[config.mk]
export PLATFORM = sky130hd
export DESIGN_NAME = midi_msg_decoder_flat
export DESIGN_NICKNAME = d
export VERILOG_FILES = /design/src/rtl/midi_msg_decoder_pkg.sv /design/src/rtl/midi_msg_decoder_if.sv /design/src/rtl/midi_msg_decoder.sv /design/src/flat_wrapper.sv
export SDC_FILE = /design/constraint.sdc
export NUM_CORES = 1
export LEC_CHECK = 0
export CORE_MARGIN = 4
export CORE_UTILIZATION = 53
export DETAILED_ROUTE_END_ITERATION = 10
export MAX_ROUTING_LAYER = met4
export PLACE_DENSITY_LB_ADDON = 0.3
export SYNTH_ARGS = -nofsm -noshare
export SYNTH_HDL_FRONTEND = slang
export SYNTH_SLANG_ARGS = --single-unit
[constraint.sdc]
create_clock -name clk -period 2.35 [get_ports clk]
set_clock_uncertainty 0.15 [all_clocks]
set_input_delay 0.3525 -clock clk [delete_from_list [all_inputs] [get_ports clk]]
set_output_delay 0.3525 -clock clk [all_outputs]
set_load 0.01 [all_outputs]
[src/rtl/midi_msg_decoder_pkg.sv]
// rtl/midi_msg_decoder_pkg.sv - shared MIDI command codes, status constants and decoder states
package midi_msg_decoder_pkg;

    localparam int MIDI_CMD_SIZE = 3;

    localparam logic [MIDI_CMD_SIZE-1:0] MIDI_CMD_NOTE_OFF    = 3'd0;
    localparam logic [MIDI_CMD_SIZE-1:0] MIDI_CMD_NOTE_ON     = 3'd1;
    localparam logic [MIDI_CMD_SIZE-1:0] MIDI_CMD_AFTERTOUCH  = 3'd2;
    localparam logic [MIDI_CMD_SIZE-1:0] MIDI_CMD_CC          = 3'd3;
    localparam logic [MIDI_CMD_SIZE-1:0] MIDI_CMD_PATCH       = 3'd4;
    localparam logic [MIDI_CMD_SIZE-1:0] MIDI_CMD_CH_PRESSURE = 3'd5;
    localparam logic [MIDI_CMD_SIZE-1:0] MIDI_CMD_PITCH_BEND  = 3'd6;
    localparam logic [MIDI_CMD_SIZE-1:0] MIDI_CMD_SYS         = 3'd7;

    localparam logic [7:0] MIDI_ST_SYSEX  = 8'hF0;
    localparam logic [7:0] MIDI_ST_EOX    = 8'hF7;
    localparam logic [7:0] MIDI_ST_RT_MIN = 8'hF8;

    typedef enum logic [1:0] {
        ST_NOSTAT  = 2'd0,
        ST_WAIT_D0 = 2'd1,
        ST_WAIT_D1 = 2'd2,
        ST_SYSEX   = 2'd3
    } state_e;

    // Program change (Cx) and channel pressure (Dx) carry one data byte; the rest carry two
    function automatic logic chan_needs_two(input logic [7:0] st);
        return (st[6:4] != MIDI_CMD_PATCH) && (st[6:4] != MIDI_CMD_CH_PRESSURE);
    endfunction

endpackage

[src/rtl/midi_msg_decoder_if.sv]
// rtl/midi_msg_decoder_if.sv - raw byte input and decoded message bus
interface midi_msg_decoder_if;
    import midi_msg_decoder_pkg::*;

    logic                     byte_rdy;
    logic [7:0]               byte_in;
    logic                     midi_rdy;
    logic [MIDI_CMD_SIZE-1:0] midi_cmd;
    logic [3:0]               midi_ch_sysn;
    logic [6:0]               midi_data0;
    logic [6:0]               midi_data1;
    logic                     midi_drop;
    logic                     sysex_active;

    modport master (
        output byte_rdy, byte_in,
        input  midi_rdy, midi_cmd, midi_ch_sysn, midi_data0, midi_data1, midi_drop, sysex_active
    );

    modport slave (
        input  byte_rdy, byte_in,
        output midi_rdy, midi_cmd, midi_ch_sysn, midi_data0, midi_data1, midi_drop, sysex_active
    );
endinterface

[src/rtl/midi_msg_decoder.sv]
// rtl/midi_msg_decoder.sv - MIDI byte stream to decoded message converter
module midi_msg_decoder
    import midi_msg_decoder_pkg::*;
(
    input  logic                    clk,
    input  logic                    reset,
    midi_msg_decoder_if.slave       bus
);

    state_e                   state_q, state_d;
    logic [7:0]               status_q, status_d;
    logic                     need2_q, need2_d;
    logic                     is_chan_q, is_chan_d;
    logic [6:0]               d0_buf_q, d0_buf_d;
    logic                     midi_rdy_q, midi_rdy_d;
    logic                     midi_drop_q, midi_drop_d;
    logic [MIDI_CMD_SIZE-1:0] cmd_q, cmd_d;
    logic [3:0]               ch_q, ch_d;
    logic [6:0]               data0_q, data0_d;
    logic [6:0]               data1_q, data1_d;

    // Register parsing context and the held message outputs
    always_ff @(posedge clk or posedge reset) begin
        if (reset) begin
            state_q     <= ST_NOSTAT;
            status_q    <= 8'h00;
            need2_q     <= 1'b0;
            is_chan_q   <= 1'b0;
            d0_buf_q    <= 7'h00;
            midi_rdy_q  <= 1'b0;
            midi_drop_q <= 1'b0;
            cmd_q       <= '0;
            ch_q        <= 4'h0;
            data0_q     <= 7'h00;
            data1_q     <= 7'h00;
        end else begin
            state_q     <= state_d;
            status_q    <= status_d;
            need2_q     <= need2_d;
            is_chan_q   <= is_chan_d;
            d0_buf_q    <= d0_buf_d;
            midi_rdy_q  <= midi_rdy_d;
            midi_drop_q <= midi_drop_d;
            cmd_q       <= cmd_d;
            ch_q        <= ch_d;
            data0_q     <= data0_d;
            data1_q     <= data1_d;
        end
    end

    // Classify each incoming byte and decide next state, context and message outputs
    always_comb begin
        state_d     = state_q;
        status_d    = status_q;
        need2_d     = need2_q;
        is_chan_d   = is_chan_q;
        d0_buf_d    = d0_buf_q;
        midi_rdy_d  = 1'b0;
        midi_drop_d = 1'b0;
        cmd_d       = cmd_q;
        ch_d        = ch_q;
        data0_d     = data0_q;
        data1_d     = data1_q;

        if (bus.byte_rdy) begin
            if (bus.byte_in >= MIDI_ST_RT_MIN) begin
                // Real-time bytes pass straight through without disturbing the parse
                midi_rdy_d = 1'b1;
                cmd_d      = MIDI_CMD_SYS;
                ch_d       = bus.byte_in[3:0];
                data0_d    = 7'h00;
                data1_d    = 7'h00;
            end else if (bus.byte_in[7] && (bus.byte_in < MIDI_ST_SYSEX)) begin
                status_d  = bus.byte_in;
                need2_d   = chan_needs_two(bus.byte_in);
                is_chan_d = 1'b1;
                state_d   = ST_WAIT_D0;
            end else if (bus.byte_in[7]) begin
                // System common: running status is gone and any SysEx frame ends
                is_chan_d = 1'b0;
                case (bus.byte_in)
                    MIDI_ST_SYSEX: begin
                        status_d = 8'h00;
                        need2_d  = 1'b0;
                        state_d  = ST_SYSEX;
                    end
                    8'hF1, 8'hF3: begin
                        status_d = bus.byte_in;
                        need2_d  = 1'b0;
                        state_d  = ST_WAIT_D0;
                    end
                    8'hF2: begin
                        status_d = bus.byte_in;
                        need2_d  = 1'b1;
                        state_d  = ST_WAIT_D0;
                    end
                    8'hF6: begin
                        midi_rdy_d = 1'b1;
                        cmd_d      = MIDI_CMD_SYS;
                        ch_d       = 4'h6;
                        data0_d    = 7'h00;
                        data1_d    = 7'h00;
                        state_d    = ST_NOSTAT;
                    end
                    default: state_d = ST_NOSTAT;
                endcase
            end else begin
                case (state_q)
                    ST_NOSTAT: midi_drop_d = 1'b1;
                    ST_SYSEX:  ;
                    ST_WAIT_D0: begin
                        if (!status_q[7]) begin
                            midi_drop_d = 1'b1;
                            state_d     = ST_NOSTAT;
                        end else if (need2_q) begin
                            d0_buf_d = bus.byte_in[6:0];
                            state_d  = ST_WAIT_D1;
                        end else begin
                            midi_rdy_d = 1'b1;
                            cmd_d      = status_q[6:4];
                            ch_d       = status_q[3:0];
                            data0_d    = bus.byte_in[6:0];
                            data1_d    = 7'h00;
                            state_d    = is_chan_q ? ST_WAIT_D0 : ST_NOSTAT;
                        end
                    end
                    ST_WAIT_D1: begin
                        if (!status_q[7]) begin
                            midi_drop_d = 1'b1;
                            state_d     = ST_NOSTAT;
                        end else begin
                            midi_rdy_d = 1'b1;
                            ch_d       = status_q[3:0];
                            data0_d    = d0_buf_q;
                            data1_d    = bus.byte_in[6:0];
                            // Note-On with zero velocity is a Note-Off to every consumer
                            if ((status_q[6:4] == MIDI_CMD_NOTE_ON) && (bus.byte_in[6:0] == 7'h00))
                                cmd_d = MIDI_CMD_NOTE_OFF;
                            else
                                cmd_d = status_q[6:4];
                            state_d = is_chan_q ? ST_WAIT_D0 : ST_NOSTAT;
                        end
                    end
                    default: state_d = ST_NOSTAT;
                endcase
            end
        end
    end

    assign bus.midi_rdy     = midi_rdy_q;
    assign bus.midi_drop    = midi_drop_q;
    assign bus.midi_cmd     = cmd_q;
    assign bus.midi_ch_sysn = ch_q;
    assign bus.midi_data0   = data0_q;
    assign bus.midi_data1   = data1_q;
    assign bus.sysex_active = (state_q == ST_SYSEX);

endmodule
[src/flat_wrapper.sv]
// flat-port wrapper written by rule: the top's interface ports become plain ports
module midi_msg_decoder_flat import midi_msg_decoder_pkg::*;
  (clk, reset, bus_byte_rdy, bus_byte_in, bus_midi_rdy, bus_midi_cmd, bus_midi_ch_sysn, bus_midi_data0, bus_midi_data1, bus_midi_drop, bus_sysex_active);
  midi_msg_decoder_if bus_i ();
  input  logic clk;
  input  logic reset;
  input wire logic [$bits(bus_i.byte_rdy)-1:0] bus_byte_rdy;
  input wire logic [$bits(bus_i.byte_in)-1:0] bus_byte_in;
  output wire logic [$bits(bus_i.midi_rdy)-1:0] bus_midi_rdy;
  output wire logic [$bits(bus_i.midi_cmd)-1:0] bus_midi_cmd;
  output wire logic [$bits(bus_i.midi_ch_sysn)-1:0] bus_midi_ch_sysn;
  output wire logic [$bits(bus_i.midi_data0)-1:0] bus_midi_data0;
  output wire logic [$bits(bus_i.midi_data1)-1:0] bus_midi_data1;
  output wire logic [$bits(bus_i.midi_drop)-1:0] bus_midi_drop;
  output wire logic [$bits(bus_i.sysex_active)-1:0] bus_sysex_active;
  assign bus_i.byte_rdy = bus_byte_rdy;
  assign bus_i.byte_in = bus_byte_in;
  assign bus_midi_rdy = bus_i.midi_rdy;
  assign bus_midi_cmd = bus_i.midi_cmd;
  assign bus_midi_ch_sysn = bus_i.midi_ch_sysn;
  assign bus_midi_data0 = bus_i.midi_data0;
  assign bus_midi_data1 = bus_i.midi_data1;
  assign bus_midi_drop = bus_i.midi_drop;
  assign bus_sysex_active = bus_i.sysex_active;
  midi_msg_decoder u_core (.clk(clk), .reset(reset), .bus(bus_i));
endmodule
==> results.ini, run 1 <==
[route]
via_count=1616
firstDrtPassIters=4
drt-initial-drc-count=111
wl_per_cell_um=16.8
wirelength_mm=4.93
drc=0
via_per_inst=5.52
drtAntennaViolNets=0

[setup_path]
cp.required_ns=2.39
crit_type=flip-flop to flip-flop
crit_arrival_ns=2.18
worstSetupEndpointType=flip-flop
critPathLaunchType=flip-flop
path_max_fanout=10

[placement]
gp_congestion=0.890
port-buffer-count=34
dp_hpwl_mm=3.55

[clock_tree]
cts_sinks=42
cts_hold_buf=0
cts_made_buffers=5
cts_resized=0
cts_tree=done
post_cts.repair.setup_buffers=3
clkTransAtPathRegs_ns=0.08
htreeDepth=2
clockBufferDepth=2
clk_latency_ns=0.30
clockRootBuffer=clkbuf_8

[cells_and_area]
areaGrowthSynthToFinish_pct=31.5
drive_gt1_frac=0.253
n_antenna_cell=0
nets=259
utilization=0.740

[timing]
fin_setup_tns_ns=0
layout_min_cycle_time_ns=2.14
finalCritPeriodShare=0.909
finalSetupViolCount=0
relSlewSlack=0.654
hold_viol_final=0
clock.fmax_mhz=468
worstMarginPinSlew_ns=0.519
maxSlewViolCount=0
rsz0062_at_grt=no

[logic_synthesis]
ys_types=41
yosysSeqAreaShare=0.495
synth_ff_type=dfrtp_1
synth_seq_cells=42
synth_fa_ha_area_frac=0.0236
syn-instance-count=185
async_reset_ff_frac=1.00
syn_area_um2=2120
synthSimpleGateAreaFrac=0.108
postSynthAreaPerCell_um2=11.5
synth.area.mux_share=0.188
synth_edf_count=0
synthXorXnorAreaFrac=0
synth_top_family_by_area=multiplexers
ys_warn_count=0
synth-compound-area-share=0.118
synth_fp_nets=200

[grt]
antenna_found_initial=0
track_usage=0.219
grt_max_degree=43
overflow=0
grt_pass1_wl_mm=8.35
grt_pass1_vias=1797

[floorplan]
io_pins=35
dieArea_um2=5080
core_area_um2=3770
num_rows=22
die_h_um=71.3
initial_utilization=0.563
die_width_um=71.3

[power]
power.density_nw_per_um2=928
power.leakage_nw=1.37
peakVddDrop_mv=0.550

[job]
drv_cap=0

[status]
outcome=completed

[worst_hold_path]
worstHoldPathType=input pin to asynchronous set/reset pin

[power breakdown]
part	internal [W]	total, W	leakage, nW	switching, W
logic	0.000567	0.000942	0.785	0.000375
registers	0.000962	0.00110	0.524	0.000140
clock network	0.000297	0.000546	0.0575	0.000249
total	0.00183	0.00259	1.37	0.000764
[kinds of logic after synthesis]
group,after synthesis
simple gates,41
compound gates,32
buf+inv,31
flops,42
fa+ha+maj,4
mux,35
[area by class of cell]
type	count	area (um2)
fillers	249	980
repair buffers	62	563
well taps	48	60.1
multi-input cells	112	928
clock buffers	8	110
flip-flops and latches	42	1050
inverters	21	78.8
[stage by stage]
step	area [um2]	hold slack (ns)	total power [W]	std cells	setup WS [ns]
floorplan	2120	0.300	0.00158	185	0.405
global placement	2650	0.313	0.00201	282	0.0200
detailed placement	2650	0.320	0.00205	282	-0.104
CTS	2790	0.338	0.00261	293	0.240
global route	2790	0.362	0.00274	293	0.147
finish	2790	0.318	0.00259	293	0.213
[flip-flops by register name, summed over array words and instances (netlist names)]
name	flops
u_core.status_q	8
u_core.bus.midi_data0	7
u_core.bus.midi_data1	7
u_core.d0_buf_q	7
u_core.bus.midi_ch_sysn	4
u_core.bus.midi_cmd	3
u_core.state_q	2
u_core.bus.midi_drop	1
u_core.bus.midi_rdy	1
u_core.is_chan_q	1
u_core.need2_q	1
[layer usage]
metal,global-route usage,vias up,routed length (um)
li1,-,754,-
met1,0.260,788,2170
met2,0.355,59,2410
met3,0.0393,15,219
met4,0.111,0,132
met5,-,-,0
[critical path, stage by stage (launching register included)]
cell,delay (ns)
dfrtp_1,0.41
inv_1,0.12
ha_1,0.20
and2b_1,0.23
o21ai_4,0.17
a2bb2oi_4,0.26
buf_12,0.19
mux2_4,0.30
[layout by cell type (no fill, tap or decap), types with 2 or more instances in the layout]
cell,n
nor4_1,3
nor2b_1,2
a21oi_1,2
mux2_2,7
nor2_1,10
mux2i_1,20
nand2_1,14
nand3_2,2
clkdlybuf4s50_1,34
a32oi_1,2
mux2_4,8
a22o_1,5
buf_4,27
ha_1,4
o21ai_0,9
dfrtp_1,42
o22ai_1,3
inv_1,21
clkbuf_8,8
[synth_stat cells (2+ instances only)]
library cell / number / area [um2]
nor2_1: 10 / 37.5
dfrtp_1: 42 / 1050
o21ai_0: 9 / 45.0
mux2_4: 8 / 120
clkbuf_1: 2 / 7.51
buf_2: 6 / 30.0
a32oi_1: 2 / 17.5
inv_1: 21 / 78.8
mux2i_1: 20 / 200
o22ai_1: 3 / 18.8
ha_1: 4 / 50.1
nand3_2: 2 / 20.0
a21oi_1: 2 / 10.0
mux2_2: 7 / 78.8
a22o_1: 5 / 43.8
nand2_1: 14 / 52.6
nor2b_1: 2 / 12.5
nor4_1: 3 / 18.8
[worst paths after layout]
kind / start / endpoint / slack (ns) / cells after the start
max in group asynchronous: reset / u_core.state_q[1]$_DFFE_PP0P_ / 1.37 / 3
worst min register to register: u_core.d0_buf_q[0]$_DFFE_PP0P_ / u_core.d0_buf_q[0]$_DFFE_PP0P_ / 0.34 / 2
min in group clk: u_core.d0_buf_q[0]$_DFFE_PP0P_ / u_core.d0_buf_q[0]$_DFFE_PP0P_ / 0.34 / 2
worst min-delay path: reset / u_core.bus.midi_data1[2]$_DFFE_PP0P_ / 0.32 / 3
worst max-delay path: u_core.state_q[1]$_DFFE_PP0P_ / u_core.bus.midi_ch_sysn[0]$_DFFE_PP0P_ / 0.21 / 7
worst max register to register: u_core.state_q[1]$_DFFE_PP0P_ / u_core.bus.midi_ch_sysn[0]$_DFFE_PP0P_ / 0.21 / 7
Power figures use the tool's default switching activity.
==> run 2, diff against run 1 <==
- CAP_MARGIN: not set -> 15
- CORE_UTILIZATION: 53 -> 30
- HOLD_SLACK_MARGIN: not set -> 0.08
==> results.ini, run 2 (same netlist as run 1, synthesis figures left out) <==
[power]
p_int_w=0.00171  ; -6.1%
power.leakage_nw=1.31  ; -4.3%
swShare=0.296  ; +0.00142
p_seq_frac=0.448  ; +0.022
fin_total_pwr_w=0.00244  ; -5.9%
peakVddDrop_mv=0.365  ; -34%
power.density_nw_per_um2=886  ; -4.5%
power_frac_clock=0.179  ; -0.032
combPwrFrac=0.373  ; +0.009
switchingPower_w=0.000722  ; -5.4%

[timing]
fin_setup_tns_ns=0  ; unchanged
maxSlewViolCount=0  ; unchanged
finalCritPeriodShare=0.901  ; -0.00780
worstMarginPinSlew_ns=0.532  ; +0.0131 ns
timing.hold.ws_ns=0.341  ; +0.0234 ns
hold_viol_final=0  ; unchanged
clock.fmax_mhz=472  ; +0.86%
layout_min_cycle_time_ns=2.12  ; -0.0183 ns
rsz0062_at_grt=no
relSlewSlack=0.645  ; -0.00875
finalSetupViolCount=0  ; unchanged

[job]
drv_cap=0  ; unchanged

[setup_path]
startpoint=u_core.state_q[1]$_DFFE_PP0P_
worstSetupEndpointType=flip-flop
crit_arrival_ns=2.15  ; -0.03 ns
crit_type=flip-flop to flip-flop
path_max_fanout=9  ; -1
critPathLaunchType=flip-flop
cp.required_ns=2.38  ; about the same
worstReg2RegStart=u_core.state_q[1]$_DFFE_PP0P_

[route]
drt-initial-drc-count=71  ; -36%
firstDrtPassIters=4  ; unchanged
drc=0  ; unchanged
wl_per_cell_um=14.3  ; -15%
wirelength_mm=4.72  ; -4.2%
via_per_inst=4.54  ; -18%
drtAntennaViolNets=0  ; unchanged
via_count=1502  ; -7.1%

[cells_and_area]
fin_area_um2=2750  ; -1.5%
layout_commonest_cell=dfrtp_1
layoutNonFillerInstCount=331  ; +13%
n_fill_cell=713  ; +190%
areaGrowthSynthToFinish_pct=29.6
nets=250  ; -3.5%
n_antenna_cell=0  ; unchanged
largest_reg_flops=8  ; unchanged
regMostFlops=u_core.status_q
drive_gt1_frac=0.213  ; -0.0403
layout_common_cells=dfrtp_1, clkdlybuf4s50_1, inv_1

[floorplan]
dieArea_um2=8480  ; +67%
core_area_um2=6830  ; +81%
io_pins=35  ; unchanged
initial_utilization=0.311  ; -0.252
die_width_um=92.1  ; +29%
die_h_um=92.1  ; +29%
num_rows=30  ; +36%

[clock_tree]
cts_sinks=42  ; unchanged
clkTransAtPathRegs_ns=0.08  ; about the same
htreeDepth=2  ; unchanged
cts_tree=done
cts_made_buffers=5  ; unchanged
clk_latency_ns=0.29  ; about the same
clockBufferDepth=2  ; unchanged
post_cts.repair.setup_buffers=0  ; -3
cts_hold_buf=0  ; unchanged
cts_resized=0  ; unchanged
clockRootBuffer=clkbuf_8

[placement]
dp.cells=324  ; +15%
placed_area_um2=2670  ; +1.0%
port-buffer-count=34  ; unchanged
dp_hpwl_mm=3.51  ; -1.1%
gp_congestion=0.854  ; -4.1%

[grt]
grt_max_degree=43  ; unchanged
grt_pass1_wl_mm=8.03  ; -3.8%
overflow=0  ; unchanged
grt_pass1_vias=1582  ; -12%
track_usage=0.125  ; -0.0939
antenna_found_initial=0  ; unchanged

[status]
outcome=completed

[worst_hold_path]
worstHoldPathType=input pin to asynchronous set/reset pin

## run 2: worst paths after layout
kind,endpoint,slack (ns),cells past startpoint
worst max-delay path,u_core.bus.midi_data0[3]$_DFFE_PP0P_,0.23,7
worst min-delay path,u_core.bus.midi_data1[4]$_DFFE_PP0P_,0.34,3
worst max register to register,u_core.bus.midi_data0[3]$_DFFE_PP0P_,0.23,7
worst min register to register,u_core.d0_buf_q[0]$_DFFE_PP0P_,0.34,2
max in group asynchronous,u_core.bus.midi_data0[6]$_DFFE_PP0P_,1.34,3
min in group clk,u_core.d0_buf_q[0]$_DFFE_PP0P_,0.34,2
## run 2: stage by stage
step,util,setup slack (ns)
2_1_floorplan,-,0.405
3_3_place_gp,0.391,0.205
3_5_place_dp,0.391,0.174
4_1_cts,0.403,0.222
5_1_grt,0.403,0.0733
6_report,0.403,0.232
## run 2: final cells by class
class                           count  area (um2)  area share
Sequential cell                    42        1050       0.382
Multi-Input combinational cell    112         928       0.338
Timing Repair Buffer               53         495       0.180
Tap cell                           96         120      0.0437
Inverter                           21        78.8      0.0287
Clock buffer                        7        76.3      0.0278
## run 2: critical path, stage by stage (launching register included)
cell and delay [ns]:
dfrtp_1 0.40, inv_1 0.11, ha_1 0.25, and2b_1 0.23
o21ai_4 0.17, a2bb2oi_4 0.20, buf_12 0.16, mux2_2 0.33
## run 2: power by group through the flow
stage	clock (W)	sequential, W	combinational, W
floorplan	0	0.00116	0.000416
global placement	0	0.00111	0.000911
detailed placement	0	0.00111	0.000920
CTS	0.000457	0.00110	0.000927
global route	0.000484	0.00113	0.000992
finish	0.000436	0.00109	0.000910
## run 2: layer usage
layer | global-route usage | wire length, um | vias up | part of all wire
li1 | - | - | 734 | -
met1 | 0.171 | 2340 | 726 | 0.49
met2 | 0.181 | 2150 | 37 | 0.45
met3 | 0.0246 | 178 | 5 | 0.038
met4 | 0.0495 | 61 | 0 | 0.013
met5 | - | 0 | - | 0
==> run 3, diff against run 2 <==
- CELL_PAD_IN_SITES_DETAIL_PLACEMENT: not set -> 0
- CELL_PAD_IN_SITES_GLOBAL_PLACEMENT: not set -> 1
==> results.ini, run 3 (same netlist as run 1, synthesis figures left out) <==
[floorplan]
num_rows=30  ; unchanged
io_pins=35  ; unchanged
initial_utilization=0.311  ; unchanged
die_h_um=92.1  ; unchanged
dieArea_um2=8480  ; unchanged
die_width_um=92.1  ; unchanged
core_area_um2=6830  ; unchanged

[route]
drc=0  ; unchanged
via_per_inst=4.54  ; about the same
drtAntennaViolNets=0  ; unchanged
drt-initial-drc-count=42  ; -41%
wl_per_cell_um=14.9  ; +4.2%
firstDrtPassIters=4  ; unchanged
via_count=1511  ; +0.60%
wirelength_mm=4.95  ; +4.8%

[clock_tree]
clkTransAtPathRegs_ns=0.08  ; about the same
cts_resized=0  ; unchanged
clk_latency_ns=0.29  ; about the same
cts_hold_buf=0  ; unchanged
htreeDepth=2  ; unchanged
cts_made_buffers=5  ; unchanged
clockRootBuffer=clkbuf_8
cts_sinks=42  ; unchanged
cts_tree=done
clockBufferDepth=2  ; unchanged
post_cts.repair.setup_buffers=0  ; unchanged

[power]
power.leakage_nw=1.33  ; +1.5%
fin_total_pwr_w=0.00257  ; +5.3%
switchingPower_w=0.000736  ; +1.9%
peakVddDrop_mv=0.404  ; +11%
power.density_nw_per_um2=920  ; +3.8%
swShare=0.287  ; -0.00949
power_frac_clock=0.220  ; +0.041
p_int_w=0.00183  ; +6.7%
p_seq_frac=0.428  ; -0.020
combPwrFrac=0.353  ; -0.020

[cells_and_area]
largest_reg_flops=8  ; unchanged
n_antenna_cell=0  ; unchanged
layout_commonest_cell=dfrtp_1
drive_gt1_frac=0.219  ; +0.00664
fin_area_um2=2790  ; +1.4%
regArea_um2=1050  ; unchanged
nets=251  ; +0.40%
regMostFlops=u_core.status_q
multiInputGateArea_um2=928  ; unchanged
areaGrowthSynthToFinish_pct=31.4
utilization=0.408  ; +0.00550
layout_common_cells=dfrtp_1, clkdlybuf4s50_1, inv_1
n_fill_cell=701  ; -1.7%

[placement]
placed_area_um2=2680  ; +0.28%
port-buffer-count=34  ; unchanged
dp_hpwl_mm=3.62  ; +3.3%
gp_congestion=0.790  ; -7.4%

[setup_path]
cp.required_ns=2.38  ; about the same
critPathLaunchType=flip-flop
path_max_fanout=13  ; +4
worstReg2RegStart=u_core.state_q[1]$_DFFE_PP0P_
worstSetupEndpointType=flip-flop
crit_type=flip-flop to flip-flop
r2r-end=u_core.bus.midi_ch_sysn[0]$_DFFE_PP0P_
ff2ff_setup_slack_ns=0.24  ; about the same
crit_arrival_ns=2.13  ; -0.02 ns
ff2ff_path_depth=7  ; unchanged

[grt]
grt_max_degree=43  ; unchanged
overflow=0  ; unchanged
grt_pass1_vias=1607  ; +1.6%
grt_pass1_wl_mm=8.49  ; +5.7%
track_usage=0.131  ; +0.00664
antenna_found_initial=0  ; unchanged

[job]
drv_cap=0  ; unchanged

[timing]
maxSlewViolCount=0  ; unchanged
hold_viol_final=0  ; unchanged
finalSetupViolCount=0  ; unchanged
fin_setup_tns_ns=0  ; unchanged
clock.fmax_mhz=475  ; +0.52%
worstMarginPinSlew_ns=0.537  ; +0.00479 ns
relSlewSlack=0.642  ; -0.00319
rsz0062_at_grt=no
layout_min_cycle_time_ns=2.11  ; -0.0109 ns
finalCritPeriodShare=0.897  ; -0.00463

[status]
outcome=completed

[worst_hold_path]
worstHoldPathType=input pin to asynchronous set/reset pin

run 3: layout make-up:
cell class	instances	share of cell area
tap	96	0.0431
timing repair buffer	54	0.180
clock inverter	1	0.0108
inverter	21	0.0283
multi-input combinational	112	0.333
clock buffer	7	0.0274
sequential	42	0.377
run 3: per-stage QoR:
stage	hold slack, ns	setup WS, ns	instances
3_5_place_dp	0.321	0.174	325
3_3_place_gp	0.312	0.186	325
2_1_floorplan	0.300	0.405	185
4_1_cts	0.340	0.224	333
6_report	0.336	0.243	333
5_1_grt	0.371	0.124	333
run 3: how the worst max path moves through the flow:
| stage | startpoint | to | cells after the start |
|---|---|---|---|
| 6_report | u_core.state_q[1]$_DFFE_PP0P_ | u_core.bus.midi_ch_sysn[0]$_DFFE_PP0P_ | 7 |
| 5_1_grt | u_core.state_q[1]$_DFFE_PP0P_ | u_core.bus.midi_data0[2]$_DFFE_PP0P_ | 7 |
| 4_1_cts | u_core.state_q[1]$_DFFE_PP0P_ | u_core.bus.midi_ch_sysn[0]$_DFFE_PP0P_ | 7 |
| 3_5_place_dp | bus_byte_in[7] | u_core.bus.midi_ch_sysn[0]$_DFFE_PP0P_ | 6 |
| 3_3_place_gp | bus_byte_in[7] | u_core.bus.midi_data0[4]$_DFFE_PP0P_ | 6 |
| 2_1_floorplan | u_core.state_q[1]$_DFFE_PP0P_ | u_core.bus.midi_ch_sysn[0]$_DFFE_PP0P_ | 7 |
run 3: per-layer routing:
metal / track usage / up-vias / share of wire
met4: 0.0371 / 0 / 0.012
met5: - / - / 0
met3: 0.0254 / 5 / 0.026
li1: - / 741 / -
met2: 0.200 / 28 / 0.47
met1: 0.179 / 737 / 0.49
run 3: power by group through the flow:
stage               Clock (W)  Combinational, W  Sequential (W)
global placement            0          0.000911         0.00111
detailed placement          0          0.000921         0.00111
floorplan                   0          0.000416         0.00116
global route         0.000609          0.000993         0.00113
finish               0.000564          0.000905         0.00110
CTS                  0.000585          0.000923         0.00110
run 3: worst max-delay path, cell delays in order (launching register included):
cell	delay, ns
dfrtp_1	0.40
inv_1	0.11
ha_1	0.25
and2b_1	0.23
o21ai_4	0.16
a2bb2oi_4	0.20
buf_12	0.18
mux2_4	0.30
